**config.mk**
```make
export PLATFORM = sky130hd
export DESIGN_NAME = wb_master_ctrl_flat
export DESIGN_NICKNAME = d
export VERILOG_FILES = /design/src/rtl/wb_pkg.sv /design/src/rtl/if_wishbone.sv /design/src/rtl/wb_timeout_counter.sv /design/src/rtl/wb_master_ctrl.sv /design/src/flat_wrapper.sv
export SDC_FILE = /design/constraint.sdc
export NUM_CORES = 1
export LEC_CHECK = 0
export BUFFER_PORTS_ARGS = -buffer_cell sky130_fd_sc_hd__buf_2
export CORE_AREA = 5 5 51 53
export CTS_CLUSTER_DIAMETER = 30
export CTS_CLUSTER_SIZE = 14
export DETAILED_ROUTE_END_ITERATION = 7
export DIE_AREA = 0 0 56 58
export HOLD_SLACK_MARGIN = 0.06
export MAX_ROUTING_LAYER = met4
export PLACE_DENSITY = 0.87
export SKIP_LAST_GASP = 1
export SLEW_MARGIN = 40
export SYNTH_ARGS = -nofsm -noshare
export SYNTH_HDL_FRONTEND = slang
export SYNTH_SLANG_ARGS = --single-unit
```
**constraint.sdc**
```tcl
create_clock -name clk -period 3.75 [get_ports clk]
set_input_delay 0.375 -clock clk [delete_from_list [all_inputs] [get_ports clk]]
set_output_delay 0.375 -clock clk [all_outputs]
set_load 0.02 [all_outputs]
```
**src/rtl/wb_pkg.sv**
```systemverilog
// Shared types and constants for the Wishbone Classic master controller.
package wb_pkg;

  typedef enum logic {
    IDLE = 1'b0,
    BUS  = 1'b1
  } wb_master_state_t;

  localparam int WB_TIMEOUT_DEFAULT = 15;
  localparam int WB_TIMEOUT_W       = 8;

endpackage

```
**src/rtl/if_wishbone.sv**
```systemverilog
// Wishbone Classic shared-bus signal bundle with master and slave views.
interface if_wishbone #(
  parameter int AW = 2,
  parameter int DW = 8
);
  logic          cyc;
  logic          stb;
  logic          we;
  logic [AW-1:0] addr;
  logic [DW-1:0] data_m;
  logic [DW-1:0] data_s;
  logic          ack;

  modport master (
    output cyc, stb, we, addr, data_m,
    input  data_s, ack
  );

  modport slave (
    input  cyc, stb, we, addr, data_m,
    output data_s, ack
  );
endinterface

```
**src/rtl/wb_timeout_counter.sv**
```systemverilog
// Saturating wait-state counter; expired flags the last un-acked BUS cycle.
module wb_timeout_counter #(
  parameter int W = 8
) (
  input  logic         clk,
  input  logic         reset_n,
  input  logic         clr,
  input  logic         en,
  input  logic [W-1:0] limit,
  output logic         expired
);

  logic [W-1:0] count;

  always_ff @(posedge clk or negedge reset_n) begin
    if (!reset_n) begin
      count <= '0;
    end else if (clr) begin
      count <= '0;
    end else if (en && (count != {W{1'b1}})) begin
      count <= count + 1'b1;
    end
  end

  // The increment in this cycle would reach limit, so this is the final BUS cycle.
  assign expired = en && (count >= (limit - 1'b1));

endmodule

```
**src/rtl/wb_master_ctrl.sv**
```systemverilog
// Single-transfer Wishbone Classic initiator. Optional watchdog abort is
// compiled in with the WB_MASTER_TIMEOUT_EN macro.
module wb_master_ctrl
  import wb_pkg::*;
#(
  parameter int AW      = 2,
  parameter int DW      = 8,
  parameter int TIMEOUT = WB_TIMEOUT_DEFAULT
) (
  input  logic          clk,
  input  logic          reset_n,
  input  logic          req,
  input  logic          we,
  input  logic [AW-1:0] addr,
  input  logic [DW-1:0] wdata,
  output logic          busy,
  output logic          done,
  output logic [DW-1:0] rdata,
  output logic          err,
  if_wishbone.master    wbm
);

  wb_master_state_t state, state_nxt;

  logic          start;
  logic          finish;
  logic          abort;
  logic          expired;
  logic [AW-1:0] addr_p1;
  logic          we_p1;
  logic [DW-1:0] wdata_p1;
  logic          done_p2;
  logic          err_p2;
  logic [DW-1:0] rdata_p2;

`ifdef WB_MASTER_TIMEOUT_EN
  localparam logic [WB_TIMEOUT_W-1:0] TIMEOUT_LIM = WB_TIMEOUT_W'(TIMEOUT);

  wb_timeout_counter #(.W(WB_TIMEOUT_W)) u_timeout (
    .clk     (clk),
    .reset_n (reset_n),
    .clr     (start),
    .en      ((state == BUS) && !wbm.ack),
    .limit   (TIMEOUT_LIM),
    .expired (expired)
  );
`else
  assign expired = 1'b0;
`endif

  always_ff @(posedge clk or negedge reset_n) begin
    if (!reset_n) begin
      state <= IDLE;
    end else begin
      state <= state_nxt;
    end
  end

  always_comb begin
    state_nxt = state;
    start     = 1'b0;
    finish    = 1'b0;
    abort     = 1'b0;
    unique case (state)
      IDLE: begin
        if (req) begin
          start     = 1'b1;
          state_nxt = BUS;
        end
      end
      BUS: begin
        if (wbm.ack) begin
          finish    = 1'b1;
          state_nxt = IDLE;
        end else if (expired) begin
          finish    = 1'b1;
          abort     = 1'b1;
          state_nxt = IDLE;
        end
      end
      default: state_nxt = IDLE;
    endcase
  end

  // Stage 1: request capture, held stable while stb is high
  always_ff @(posedge clk or negedge reset_n) begin
    if (!reset_n) begin
      addr_p1  <= '0;
      we_p1    <= 1'b0;
      wdata_p1 <= '0;
    end else if (start) begin
      addr_p1  <= addr;
      we_p1    <= we;
      wdata_p1 <= we ? wdata : '0;
    end
  end

  // Stage 2: completion report to the host
  always_ff @(posedge clk or negedge reset_n) begin
    if (!reset_n) begin
      done_p2  <= 1'b0;
      err_p2   <= 1'b0;
      rdata_p2 <= '0;
    end else begin
      done_p2 <= finish;
      err_p2  <= abort;
      if (finish && !abort && !we_p1) begin
        rdata_p2 <= wbm.data_s;
      end
    end
  end

  assign busy       = (state == BUS);
  assign wbm.cyc    = (state == BUS);
  assign wbm.stb    = (state == BUS);
  assign wbm.we     = we_p1;
  assign wbm.addr   = addr_p1;
  assign wbm.data_m = wdata_p1;
  assign done       = done_p2;
  assign err        = err_p2;
  assign rdata      = rdata_p2;

endmodule

```
**src/flat_wrapper.sv**
```systemverilog
// flat-port wrapper written by rule: the top's interface ports become plain ports
module wb_master_ctrl_flat import wb_pkg::*;
#(
  parameter int AW      = 2,
  parameter int DW      = 8,
  parameter int TIMEOUT = WB_TIMEOUT_DEFAULT
)
  (clk, reset_n, req, we, addr, wdata, busy, done, rdata, err, wbm_cyc, wbm_stb, wbm_we, wbm_addr, wbm_data_m, wbm_data_s, wbm_ack);
  if_wishbone #(.AW(AW), .DW(DW)) wbm_i ();
  input  logic clk;
  input  logic reset_n;
  input  logic req;
  input  logic we;
  input  logic [AW-1:0] addr;
  input  logic [DW-1:0] wdata;
  output logic busy;
  output logic done;
  output logic [DW-1:0] rdata;
  output logic err;
  output wire logic [$bits(wbm_i.cyc)-1:0] wbm_cyc;
  output wire logic [$bits(wbm_i.stb)-1:0] wbm_stb;
  output wire logic [$bits(wbm_i.we)-1:0] wbm_we;
  output wire logic [$bits(wbm_i.addr)-1:0] wbm_addr;
  output wire logic [$bits(wbm_i.data_m)-1:0] wbm_data_m;
  input wire logic [$bits(wbm_i.data_s)-1:0] wbm_data_s;
  input wire logic [$bits(wbm_i.ack)-1:0] wbm_ack;
  assign wbm_cyc = wbm_i.cyc;
  assign wbm_stb = wbm_i.stb;
  assign wbm_we = wbm_i.we;
  assign wbm_addr = wbm_i.addr;
  assign wbm_data_m = wbm_i.data_m;
  assign wbm_i.data_s = wbm_data_s;
  assign wbm_i.ack = wbm_ack;
  wb_master_ctrl #(.AW(AW), .DW(DW), .TIMEOUT(TIMEOUT)) u_core (.clk(clk), .reset_n(reset_n), .req(req), .we(we), .addr(addr), .wdata(wdata), .busy(busy), .done(done), .rdata(rdata), .err(err), .wbm(wbm_i));
endmodule
```
# Word level (Yosys, flattened, before mapping)
# Index checks and enable logic that the tools add are counted.
# word_totals
reg_bits	21
input_bits	23
output_inout_bits	24
elab_cells	16
# op_classes
muxes	7
bitwise	1
n_reduce_logical	2
# op_table
cell	count
$mux W8	1
$mux W1	5
$pmux W1 S2	1
$logic_and A1 B1 Y1	1
$logic_not A1 Y1	1
$not A1 Y1	1

# Longest topological paths before layout
# depth
word_depth	3
ltp_mapped	3
ltp_nobuf	2

# Worst setup path before layout
# Ideal clock, no wire load.
# synth_timing
path_type	reg-to-reg
start	register u_core.state, in the netlist u_core.busy
end	register u_core.addr_p1[0], in the netlist u_core.wbm.addr[0]
setup_time_ns	0.125
arrival_time_ns	1.185
path_slack_ns	2.440
path_stages_with_launch	4
period_less_slack_ns	1.310
path_cell_list	dfrtp_1 > nor2b_2 > buf_6 > mux2_4
# synth_via
elab_chain_len	1
# synth_rtl
element	line	text
from (decl)	wb_master_ctrl.sv:23	wb_master_state_t state, state_nxt;
from (signal assigned)	wb_master_ctrl.sv:55	state <= state_nxt;
$mux W1	wb_master_ctrl.sv:64	unique case (state)
to (signal assigned)	wb_master_ctrl.sv:92	addr_p1 <= addr;
to (decl)	wb_master_ctrl.sv:29	logic [AW-1:0] addr_p1;
# No other way between the ends.
# A chain may end at the register's enable or synchronous reset.

# Worst setup path after layout
# layout_timing
start	register u_core.state, in the netlist u_core.busy
end	register u_core.we_p1, in the netlist u_core.wbm.we
# layout_via
elab_chain_len	1
# layout_rtl
element	line	text
$mux W1	wb_master_ctrl.sv:64	
to (signal assigned)	wb_master_ctrl.sv:93	we_p1 <= we;
to (decl)	wb_master_ctrl.sv:30	logic we_p1;
# No other way between the ends.

==> implementation parameters <==
Parameter                              Value

Drt
  DRC violation total after the first TritonRoute iteration ... 7
  Remaining design rule violation count ... 0
  Total wire length after detailed routing ... 1766 um
  Number of vias in the routed layout ... 609
  Antenna Nets Post-Route ... 0
  Detail-routed via count per cell ... 4.350
  Routed wire length per instance ... between 10 and 15 um
  Number of iterations in the first detailed-routing pass ... 2

Min path
  Startpoint of the most critical hold path ... addr[1]
  Hold Path Cell Cnt ... 2
  Sink of the worst hold path ... u_core.wbm.addr[1]$_DFFE_PN0P_
  Type of the tightest min-delay check ... primary input to flip-flop

Placed design
  Worst slack at placement ... 2176 ps
  Final GP Congestion ... 0.7575
  Port Buf Inserts ... 45
  DP Area ... 1136 um2

Clocking
  Insertion delay of the later-clocked pin in the worst-skew pair ... 290 ps
  Post-CTS repair timing setup buffer count ... 0
  Bufs on Longest Clock Path ... 2
  Register clock-pin slew on the reported worst setup and hold paths ... around 100 ps
  Number of clock buffers inserted by TritonCTS ... 3
  Number of H-tree branching levels ... 1
  TritonCTS clock tree ... done
  Clock root buffer ... sky130_fd_sc_hd__clkbuf_4
  Num Clock Sinks ... 21

Finish
  Number of nets in the finished design ... approximately 140
  Share of layout cells above drive strength 1 ... 56.25%
  Number of fill cells in the layout ... roughly 210
  Area Overhead vs Synth ... 28.36%
  Antenna diode instance count ... 0
  Share of the core filled with cells in the final layout ... 55.67%
  Final cell area excluding filler cells ... between 1000 and 1500 um2

STA
  Setup_tns ... 0 ps
  Shortest period the worst path allows ... 1581 ps
  Crit path setup slack, layout ... 2169 ps
  Tightest slew margin relative to the limit ... a little over half
  Setup repair after global routing missed its margin ... no
  Slew @ Worst Pin ... between 600 and 700 ps
  Final worst clock skew ... between 5 and 6 ps
  Final period utilization ... about 42%
  Max Clock Freq ... approximately 630 MHz
  Final Hold Violating Endpoints ... 0
  Fin. max-slew vios ... 0
  Number of setup violations in the final report ... 0

Floorplanning
  DIE HEIGHT ... a little under 60 um
  Area of the placeable core ... around 2100 um2
  Die X-Extent ... between 50 and 60 um
  Row cnt ... 17
  Die Footprint ... about 3200 um2
  # IOs ... between 40 and 50
  Starting density of the core ... around 43%

Logic synthesis
  Count of flip-flops with a built-in enable after synthesis ... 0
  Most used standard cell by instance count after synthesis ... sky130_fd_sc_hd__dfrtp_1
  Synth area leaders ... sky130_fd_sc_hd__dfrtp_1 (58%), sky130_fd_sc_hd__mux2_4 (15%), sky130_fd_sc_hd__mux2i_1 (8.8%)
  Number of nets produced by synthesis ... 90
  Leading post-synthesis cells by instance count ... sky130_fd_sc_hd__dfrtp_1 (21), sky130_fd_sc_hd__inv_1 (9), sky130_fd_sc_hd__mux2_4 (9)
  Synthesized area per cell ... ~14 um2
  Number of instances in the synthesized netlist ... 67
  Commonest register cell after synthesis ... sky130_fd_sc_hd__dfrtp_1
  Leading area contributor after synthesis ... sky130_fd_sc_hd__dfrtp_1
  #FFs+latches synth ... 21
  Number of library cell types mapped by synthesis ... 14
  Proportion of register bits with asynchronous set or reset after synthesis ... 100.0%
  Top-area cell type share of the netlist area ... 57.53%
  Sequential area share after synthesis ... around 58%
  Cell area after synthesis ... a little over 900 um2
  Yosys warnings ... 0

Critical path
  Worst Setup Start Kind ... flip-flop
  CP required ... around 3900 ps
  Total buffers and inverters traversed by the critical path ... 0
  Depth of the most critical reg-to-reg path ... 2
  WS Path Type ... flip-flop to flip-flop
  Maximum fanout count along the critical path ... 12
  Gate family responsible for the most delay along the worst path ... simple AND/OR/NAND/NOR gates
  Startpoint of the lowest-slack register-to-register path ... u_core.busy$_DFF_PN0_
  Data arrival time of the critical path ... about 1800 ps
  Worst-case register-to-register setup slack ... between 2000 and 2500 ps
  Capture instance of the worst register-to-register path ... u_core.wbm.we$_DFFE_PN0P_
  Crit path capture type ... flip-flop
  Cell at the slowest stage of the critical path ... sky130_fd_sc_hd__nor2b_2
  Peak per-stage delay on the critical path ... between 500 and 600 ps
  List of cells traversed by the critical path ... nor2b_2, mux2_2

Global routing
  Number of antenna violations at the first check in global routing ... 0
  Met3 layer usage reported by global route ... under 10%
  Aggregate global-route resource usage ... ~11%
  Maximum number of pins on one net before global-route repair ... 22
  Global-route wire length before repair ... about 2700 um
  Gr busiest metal ... met2
  Overflow after GRT ... 0
  Number of global-route vias before repair ... 600
  Met1 Usage GRT ... about an eighth
  Met2 layer usage reported by global route ... a little under a fifth

Power and ir drop
  Worst IR drop on VDD ... 0.0003205 V
  Leakage power total ... between 0.6 and 0.7 nW
  Power Dens Cells ... slightly above 600 nW/um2

Run
  Max Cap Violations ... 0

Outcome
  Outcome ... complete, no violations
-- cell type report --
type	instances	area [um2]	share of cell area [%]
tap	28	35.03	2.988
inverter	9	33.78	2.882
multi-input combinational	32	316.6	27.00
sequential	21	525.5	44.82
clock buffer	4	26.28	2.241
timing repair buffer	46	235.2	20.06
-- kinds of logic (layout without fill, tap and decap cells) --
| kind of cell | after synthesis | count (layout) | synth area share, % |
|---|---|---|---|
| flops | 21 | 21 | 57.53 |
| buf+inv | 14 | 59 | 7.807 |
| other cells | 1 | 1 | 0.4106 |
| compound gates | 1 | 1 | 0.9591 |
| mux | 19 | 19 | 26.03 |
| simple gates | 11 | 11 | 7.261 |
-- stage by stage --
stage / power (W) / std cells / hold WS, ps
3_5_place_dp: 0.0006203 / 135 / 339.1
3_3_place_gp: 0.0006101 / 135 / 335.3
5_1_grt: 0.0007510 / 140 / 293.8
6_report: 0.0007125 / 140 / 313.8
4_1_cts: 0.0007223 / 140 / 303.9
2_1_floorplan: 0.0005237 / 67 / 79.41
-- power breakdown --
group / leakage [nW] / internal, W / total (W) / switching, W
clock: 0.0150 / 0.0000414 / 0.0000987 / 0.0000573
sequential: 0.257 / 0.000290 / 0.000326 / 0.0000360
combinational: 0.392 / 0.000131 / 0.000287 / 0.000157
-- cell usage in the layout (no fill, tap or decap), drive strengths merged --
cell         Yosys  final
nor2b            1      1
nand3b           1      1
nand2            8      8
dfrtp           21     21
clkbuf           0      4
dlygate4sd3      0      1
and2             1      1
buf              5     45
mux2i            8      8
conb             1      1
inv              9      9
mux2            11     11
a21o             1      1
-- sequential cells by signal (all words and copies together) (netlist names) --
name	count
u_core.busy	1
u_core.done	1
u_core.rdata	8
u_core.wbm.addr	2
u_core.wbm.data_m	8
u_core.wbm.we	1
-- worst max-delay path by stage --
stage,from,end,slack (ps),cells after the start
2_1_floorplan,u_core.busy$_DFF_PN0_,u_core.wbm.addr[0]$_DFFE_PN0P_,2440,3
3_3_place_gp,req,u_core.wbm.addr[1]$_DFFE_PN0P_,2220,3
3_5_place_dp,u_core.busy$_DFF_PN0_,u_core.wbm.we$_DFFE_PN0P_,2180,2
4_1_cts,u_core.busy$_DFF_PN0_,u_core.wbm.we$_DFFE_PN0P_,2160,2
5_1_grt,u_core.busy$_DFF_PN0_,u_core.wbm.addr[1]$_DFFE_PN0P_,2110,2
6_report,u_core.busy$_DFF_PN0_,u_core.wbm.we$_DFFE_PN0P_,2170,2
-- per-layer routing --
layer | share of wire, % | vias up | routed length [um]
met2 | 45 | 34 | 799
met3 | 12 | 0 | 205
li1 | - | 301 | -
met5 | 0 | - | 0
met1 | 43 | 274 | 761
met4 | 0 | 0 | 0
-- repair_timing --
item | 4_1_cts | 5_1_grt
hold endpoints to repair | 21 | 0
resized for setup | 0 | 0
hold buffers | 1 | 0
endpoints found under the setup margin | 0 | 0
Power figures use the tool's default switching activity.
